==> config.mk <==
export PLATFORM = sky130hd
export DESIGN_NAME = div_sequencer
export DESIGN_NICKNAME = d
export VERILOG_FILES = /design/src/rtl/div_pkg.sv /design/src/rtl/div_step.sv /design/src/rtl/div_sequencer.sv
export SDC_FILE = /design/constraint.sdc
export NUM_CORES = 1
export LEC_CHECK = 0
export CAP_MARGIN = 30
export CORE_MARGIN = 5
export CORE_UTILIZATION = 48
export DETAILED_ROUTE_END_ITERATION = 10
export PLACE_DENSITY_LB_ADDON = 0.05
export RECOVER_POWER = 100
export SYNTH_ARGS = -nofsm -noshare
export SYNTH_HDL_FRONTEND = slang
export SYNTH_SLANG_ARGS = --single-unit
==> constraint.sdc <==
create_clock -name clock_100Mhz -period 2.05 [get_ports clock_100Mhz]
set_clock_uncertainty 0.1 [all_clocks]
set_input_delay 0.41 -clock clock_100Mhz [delete_from_list [all_inputs] [get_ports clock_100Mhz]]
set_output_delay 0.41 -clock clock_100Mhz [all_outputs]
set_load 0.01 [all_outputs]
==> src/rtl/div_pkg.sv <==
// Shared types and defaults for the shift-subtract divider.
//   div_state_t        : controller states (IDLE, CALC, FINISH)
//   DIV_WIDTH_DEFAULT  : default operand/result width
`timescale 1ns/1ps
package div_pkg;

    typedef enum logic [1:0] {IDLE, CALC, FINISH} div_state_t;

    localparam int DIV_WIDTH_DEFAULT = 8;

endpackage

==> src/rtl/div_step.sv <==
// One iteration of the unsigned restoring divider (purely combinational).
// Ports:
//   a      in   WIDTH  partial remainder before this iteration
//   q      in   WIDTH  dividend/quotient shift register before this iteration
//   m      in   WIDTH  divisor
//   a_next out  WIDTH  partial remainder after shift and conditional subtract
//   q_next out  WIDTH  shift register with the new quotient bit in bit 0
`timescale 1ns/1ps
module div_step
    import div_pkg::*;
#(
    parameter int WIDTH = DIV_WIDTH_DEFAULT
) (
    input  logic [WIDTH-1:0] a,
    input  logic [WIDTH-1:0] q,
    input  logic [WIDTH-1:0] m,
    output logic [WIDTH-1:0] a_next,
    output logic [WIDTH-1:0] q_next
);

    // {A,Q} shifted left by one; the top bit of A moves into bit WIDTH,
    // so the compare must be WIDTH+1 bits wide.
    logic [WIDTH:0] partial;

    always_comb begin
        partial = {a, q[WIDTH-1]};
        if (partial >= {1'b0, m}) begin
            // The difference is always below m, so the low WIDTH bits are exact.
            a_next = partial[WIDTH-1:0] - m;
            q_next = {q[WIDTH-2:0], 1'b1};
        end else begin
            a_next = partial[WIDTH-1:0];
            q_next = {q[WIDTH-2:0], 1'b0};
        end
    end

endmodule

==> src/rtl/div_sequencer.sv <==
// Sequential controller for an unsigned restoring divider: one quotient bit
// per clock, registered results held stable for the display path.
// Optional build macro: BUTTON_SYNC_EN -- start goes through a 2-flop
// synchronizer and rising-edge detector so a held button launches one
// operation; otherwise start is a level request.
// Ports:
//   clock_100Mhz in   1      system clock, rising edge
//   reset        in   1      synchronous, active-high
//   start        in   1      request to begin a division
//   dividend     in   WIDTH  numerator, sampled when start is accepted
//   divisor      in   WIDTH  denominator, sampled when start is accepted
//   busy         out  1      operation in progress (CALC or FINISH)
//   done         out  1      one-cycle pulse when results update
//   div_by_zero  out  1      last completed operation had divisor == 0
//   quotient     out  WIDTH  registered quotient
//   remainder    out  WIDTH  registered remainder
`timescale 1ns/1ps
module div_sequencer
    import div_pkg::*;
#(
    parameter int WIDTH = DIV_WIDTH_DEFAULT
) (
    input  logic             clock_100Mhz,
    input  logic             reset,
    input  logic             start,
    input  logic [WIDTH-1:0] dividend,
    input  logic [WIDTH-1:0] divisor,
    output logic             busy,
    output logic             done,
    output logic             div_by_zero,
    output logic [WIDTH-1:0] quotient,
    output logic [WIDTH-1:0] remainder
);

    localparam int              CNT_W     = $clog2(WIDTH + 1);
    localparam logic [CNT_W-1:0] LAST_ITER = CNT_W'(WIDTH - 1);

    div_state_t       state;
    div_state_t       state_next;
    logic             start_req;
    logic             load;
    logic             step;
    logic             publish;

    logic [WIDTH-1:0] a_reg;
    logic [WIDTH-1:0] q_reg;
    logic [WIDTH-1:0] m_reg;
    logic [CNT_W-1:0] cnt;
    logic             zero_flag;
    logic [WIDTH-1:0] a_step;
    logic [WIDTH-1:0] q_step;

`ifdef BUTTON_SYNC_EN
    logic start_sync1;
    logic start_sync2;
    logic start_sync2_d;

    always_ff @(posedge clock_100Mhz) begin
        if (reset) begin
            start_sync1   <= 1'b0;
            start_sync2   <= 1'b0;
            start_sync2_d <= 1'b0;
        end else begin
            start_sync1   <= start;
            start_sync2   <= start_sync1;
            start_sync2_d <= start_sync2;
        end
    end

    // Rising edge only: a held button produces a single request.
    assign start_req = start_sync2 & ~start_sync2_d;
`else
    assign start_req = start;
`endif

    div_step #(
        .WIDTH (WIDTH)
    ) u_step (
        .a      (a_reg),
        .q      (q_reg),
        .m      (m_reg),
        .a_next (a_step),
        .q_next (q_step)
    );

    always_ff @(posedge clock_100Mhz) begin
        if (reset) begin
            state <= IDLE;
        end else begin
            state <= state_next;
        end
    end

    always_comb begin
        state_next = state;
        load       = 1'b0;
        step       = 1'b0;
        publish    = 1'b0;
        busy       = 1'b0;
        unique case (state)
            IDLE: begin
                if (start_req) begin
                    load = 1'b1;
                    // A zero divisor skips the iterations entirely.
                    state_next = (divisor != '0) ? CALC : FINISH;
                end
            end
            CALC: begin
                busy = 1'b1;
                step = 1'b1;
                if (cnt == LAST_ITER) begin
                    state_next = FINISH;
                end
            end
            FINISH: begin
                busy       = 1'b1;
                publish    = 1'b1;
                state_next = IDLE;
            end
            default: begin
                state_next = IDLE;
            end
        endcase
    end

    always_ff @(posedge clock_100Mhz) begin
        if (reset) begin
            a_reg       <= '0;
            q_reg       <= '0;
            m_reg       <= '0;
            cnt         <= '0;
            zero_flag   <= 1'b0;
            done        <= 1'b0;
            div_by_zero <= 1'b0;
            quotient    <= '0;
            remainder   <= '0;
        end else begin
            done <= publish;
            if (load) begin
                a_reg     <= '0;
                q_reg     <= dividend;
                m_reg     <= divisor;
                cnt       <= '0;
                zero_flag <= (divisor == '0);
            end
            if (step) begin
                a_reg <= a_step;
                q_reg <= q_step;
                cnt   <= cnt + 1'b1;
            end
            if (publish) begin
                div_by_zero <= zero_flag;
                if (zero_flag) begin
                    // q_reg still holds the untouched dividend on this path.
                    quotient  <= '1;
                    remainder <= q_reg;
                end else begin
                    quotient  <= q_reg;
                    remainder <= a_reg;
                end
            end
        end
    end

endmodule
==> impl_metrics.tcl, run 1 <==
set metrics [dict create \
    ys_seq_area_share_pct 39.58 \
    nFillCells 490 \
    cp_slowest_cell "or3_1" \
    dieArea_mm2 0.006701 \
    dieHeight_um 81.86 \
    finalSetupViolations 0 \
    synth_edf_count 0 \
    synthTopCellsByCount "49 x dfxtp_1, 49 x nand2_1, 37 x nor2_1" \
    drive_above_1_share_pct 13.32 \
    hold_depth 2 \
    start_util_pct 48.84 \
    finalCritPeriodShare_pct 97.73 \
    hold_path.startpoint "m_reg[4]" \
    synth_top_cell_by_area "dfxtp_1" \
    p_per_area_mw_per_mm2 1621 \
    period_needed_ps 2004 \
    dr.pass1.iters 4 \
    peakVddDrop_uv 752.3 \
    required_ps 2150 \
    rows 26 \
    ios 38 \
    synthTopCellsByArea "dfxtp_1 40%, nand2_1 7.4%, a21oi_1 6.7%, ha_1 6.1%, nor2_1 5.6%" \
    ys_types 42 \
    postRouteWirelength_mm 5.915 \
    cts_root_buffer "clkbuf_8" \
    p_leak_nw 1.265 \
    grt_pass1_wl_mm 9.653 \
    met1_usage_pct 25.14 \
    cts_tree "done" \
    ys.flop_type "dfxtp_1" \
    holdPathEnd "m_reg[4]" \
    die_x_um 81.86 \
    cp-start-kind "flop" \
    relSlewSlack_pct 60.85 \
    grt_overflow 0 \
    hold_violations 0 \
    syn2layout_area_growth_pct 29.78 \
    regToRegSetupSlack_ps 50 \
    critical_path_class "reg -> reg" \
    clock.fmax_ghz 0.4991 \
    ant_nets 0 \
    place_area_mm2 0.003084 \
    yosys.area.top_type_share_pct 39.58 \
    netlist_area_mm2 0.002479 \
    drc_errors 0 \
    pre_cts_slack_ps -39.59 \
    grt_max_degree 37 \
    grt_usage_pct 18.45 \
    synthCells 311 \
    ys_ff_latch 49 \
    syn-num-nets 343 \
    clk_latency_ps 300 \
    dp_hpwl_mm 4.453 \
    end_kind "flop" \
    grt_pass1_vias 2129 \
    r2r_end "a_reg[0]" \
    synth_warnings 0 \
    routabilityCongestion 0.8318 \
    drv_slew 0 \
    nets 399 \
    post_drt_wl_per_cell_um 13.50 \
    grtUsageMet2_pct 30.13 \
    num_antenna_cells 0 \
    cts.sinks 49 \
    setup_ws_ps 46.46 \
    hold_buffers 0 \
    clk_pin_slew_worst_paths_ps 90 \
    core_mm2 0.005075 \
    io_buffers 37 \
    stdcell_area_mm2 0.003217 \
    syn_area_per_cell_um2 7.970 \
    status "finished clean" \
    critPathMaxStageDelay_ps 360 \
    gr-max-usage-layer "met2" \
    tightest_slew_ps 586.4 \
    met3_usage_pct 3.728 \
    async_flop_share_pct 0 \
    drtIter0Drc 92 \
    htreeDepth 2 \
    arrival_ps 2100 \
    vias_per_cell 5.210 \
    maxCapViolCount 0 \
    cts_buffer_depth 2 \
    crit_chain "inv_1, ha_1, a21o_1, a211o_4, or3_1, a32o_1" \
    hp-class "reg -> reg" \
    num_vias 2282 \
    worstPathMaxFanout 7 \
    antenna_found_initial 0 \
    r2r_start "m_reg[6]" \
    reg2reg_depth 6 \
    cts-buffers-inserted 5 \
]
[timing repair]
action | 4_1_cts | 5_1_grt
setup endpoints to repair | 8 | 7
pin swaps | 2 | 5
endpoints found under the hold margin | 0 | 0
buffers inserted | 0 | 0
gates resized for setup | 3 | 13
[final cells by class]
type | count | area, µm² | share of cell area, %
Clock buffer | 6 | 72.57 | 2.256
Clock inverter | 2 | 15.01 | 0.4667
Inverter | 13 | 48.80 | 1.517
Multi-Input combinational cell | 230 | 1411 | 43.87
Sequential cell | 49 | 985.9 | 30.65
Tap cell | 70 | 87.58 | 2.723
Timing Repair Buffer | 68 | 595.6 | 18.51
[through the flow]
stage / setup TNS (ps) / instances / util, % / hold slack, ps / power, mW
after floorplan: 0 / 311 / - / 336.3 / 3.302
after global placement: 0 / 430 / 60.77 / 343.8 / 4.411
after detailed placement: -88.29 / 430 / 60.77 / 349.6 / 4.468
after CTS: -4.011 / 438 / 62.55 / 361.7 / 5.033
after global routing: -30.50 / 438 / 63.39 / 383.9 / 5.634
final: 0 / 438 / 63.39 / 357.7 / 5.216
[critical path, delay by kind of cell (launching register included)]
family                     cells  cell delay, ps
AOI/OAI and AO/OA              3             770
and+or+nand+nor                1             360
DFF                            1             350
adders and majority gates      1             280
buffers and inverters          1              40
[power breakdown]
group | switching, mW | internal (mW) | leakage (nW)
Clock | 0.325 | 0.241 | 0.0374
Sequential | 0.197 | 1.23 | 0.401
Combinational | 1.67 | 1.56 | 0.827
Total | 2.19 | 3.03 | 1.27
[how the worst max path moves through the flow]
stage                         from  endpoint  depth (start not counted)
final                     m_reg[6]  a_reg[0]                          6
after global routing      m_reg[4]  a_reg[0]                          8
after CTS                 m_reg[1]  a_reg[4]                          8
after detailed placement  m_reg[6]  a_reg[4]                          7
after global placement    m_reg[6]  a_reg[0]                          6
after floorplan           q_reg[7]  a_reg[6]                          8
[metal layers]
| metal | wire length, µm | vias to the layer above |
|---|---|---|
| met1 | 2867 | 1039 |
| met5 | 0 | - |
| met3 | 259 | 4 |
| li1 | - | 1200 |
| met2 | 2745 | 39 |
| met4 | 42 | 0 |
[cells in the final DEF, fill, tap and decap left out, types with 2 or more instances in the layout]
cell	instances
nor3_1	4
or3_1	2
and3_1	3
nor2b_1	6
a21o_1	3
nand2b_1	4
clkdlybuf4s50_1	18
nor3b_1	2
o211ai_1	8
inv_1	13
nor4_1	2
buf_4	27
a32o_1	2
mux2i_1	10
dlygate4sd3_1	18
nand3b_1	4
o22ai_1	6
nand3_1	4
o21ai_1	7
clkbuf_8	5
o21ai_0	3
a211oi_1	11
a21oi_1	32
clkbuf_1	3
ha_1	11
dfxtp_2	4
dfxtp_1	45
clkinvlp_4	2
xor2_1	2
nor2_1	37
nand2_1	49
[logic make-up (layout without fill, tap and decap cells)]
kind of cell | Yosys count | after routing | synth area share [%]
XOR/XNOR | 2 | 2 | 0.7068
flip-flops | 49 | 49 | 39.58
buffers and inverters | 32 | 89 | 5.401
adder cells (fa/ha/maj) | 13 | 13 | 6.865
AO/OA/AOI/OAI | 85 | 85 | 21.91
multiplexers | 10 | 10 | 4.039
AND/OR/NAND/NOR | 120 | 120 | 21.50
(Power assumes the default switching activity.)
==> run 2, diff against run 1 <==
Settings changed: ABC_CLOCK_PERIOD_IN_PS set to 2050.
==> results of run 2 <==
Final layout, timing and power as in run 1 (identical DEF).
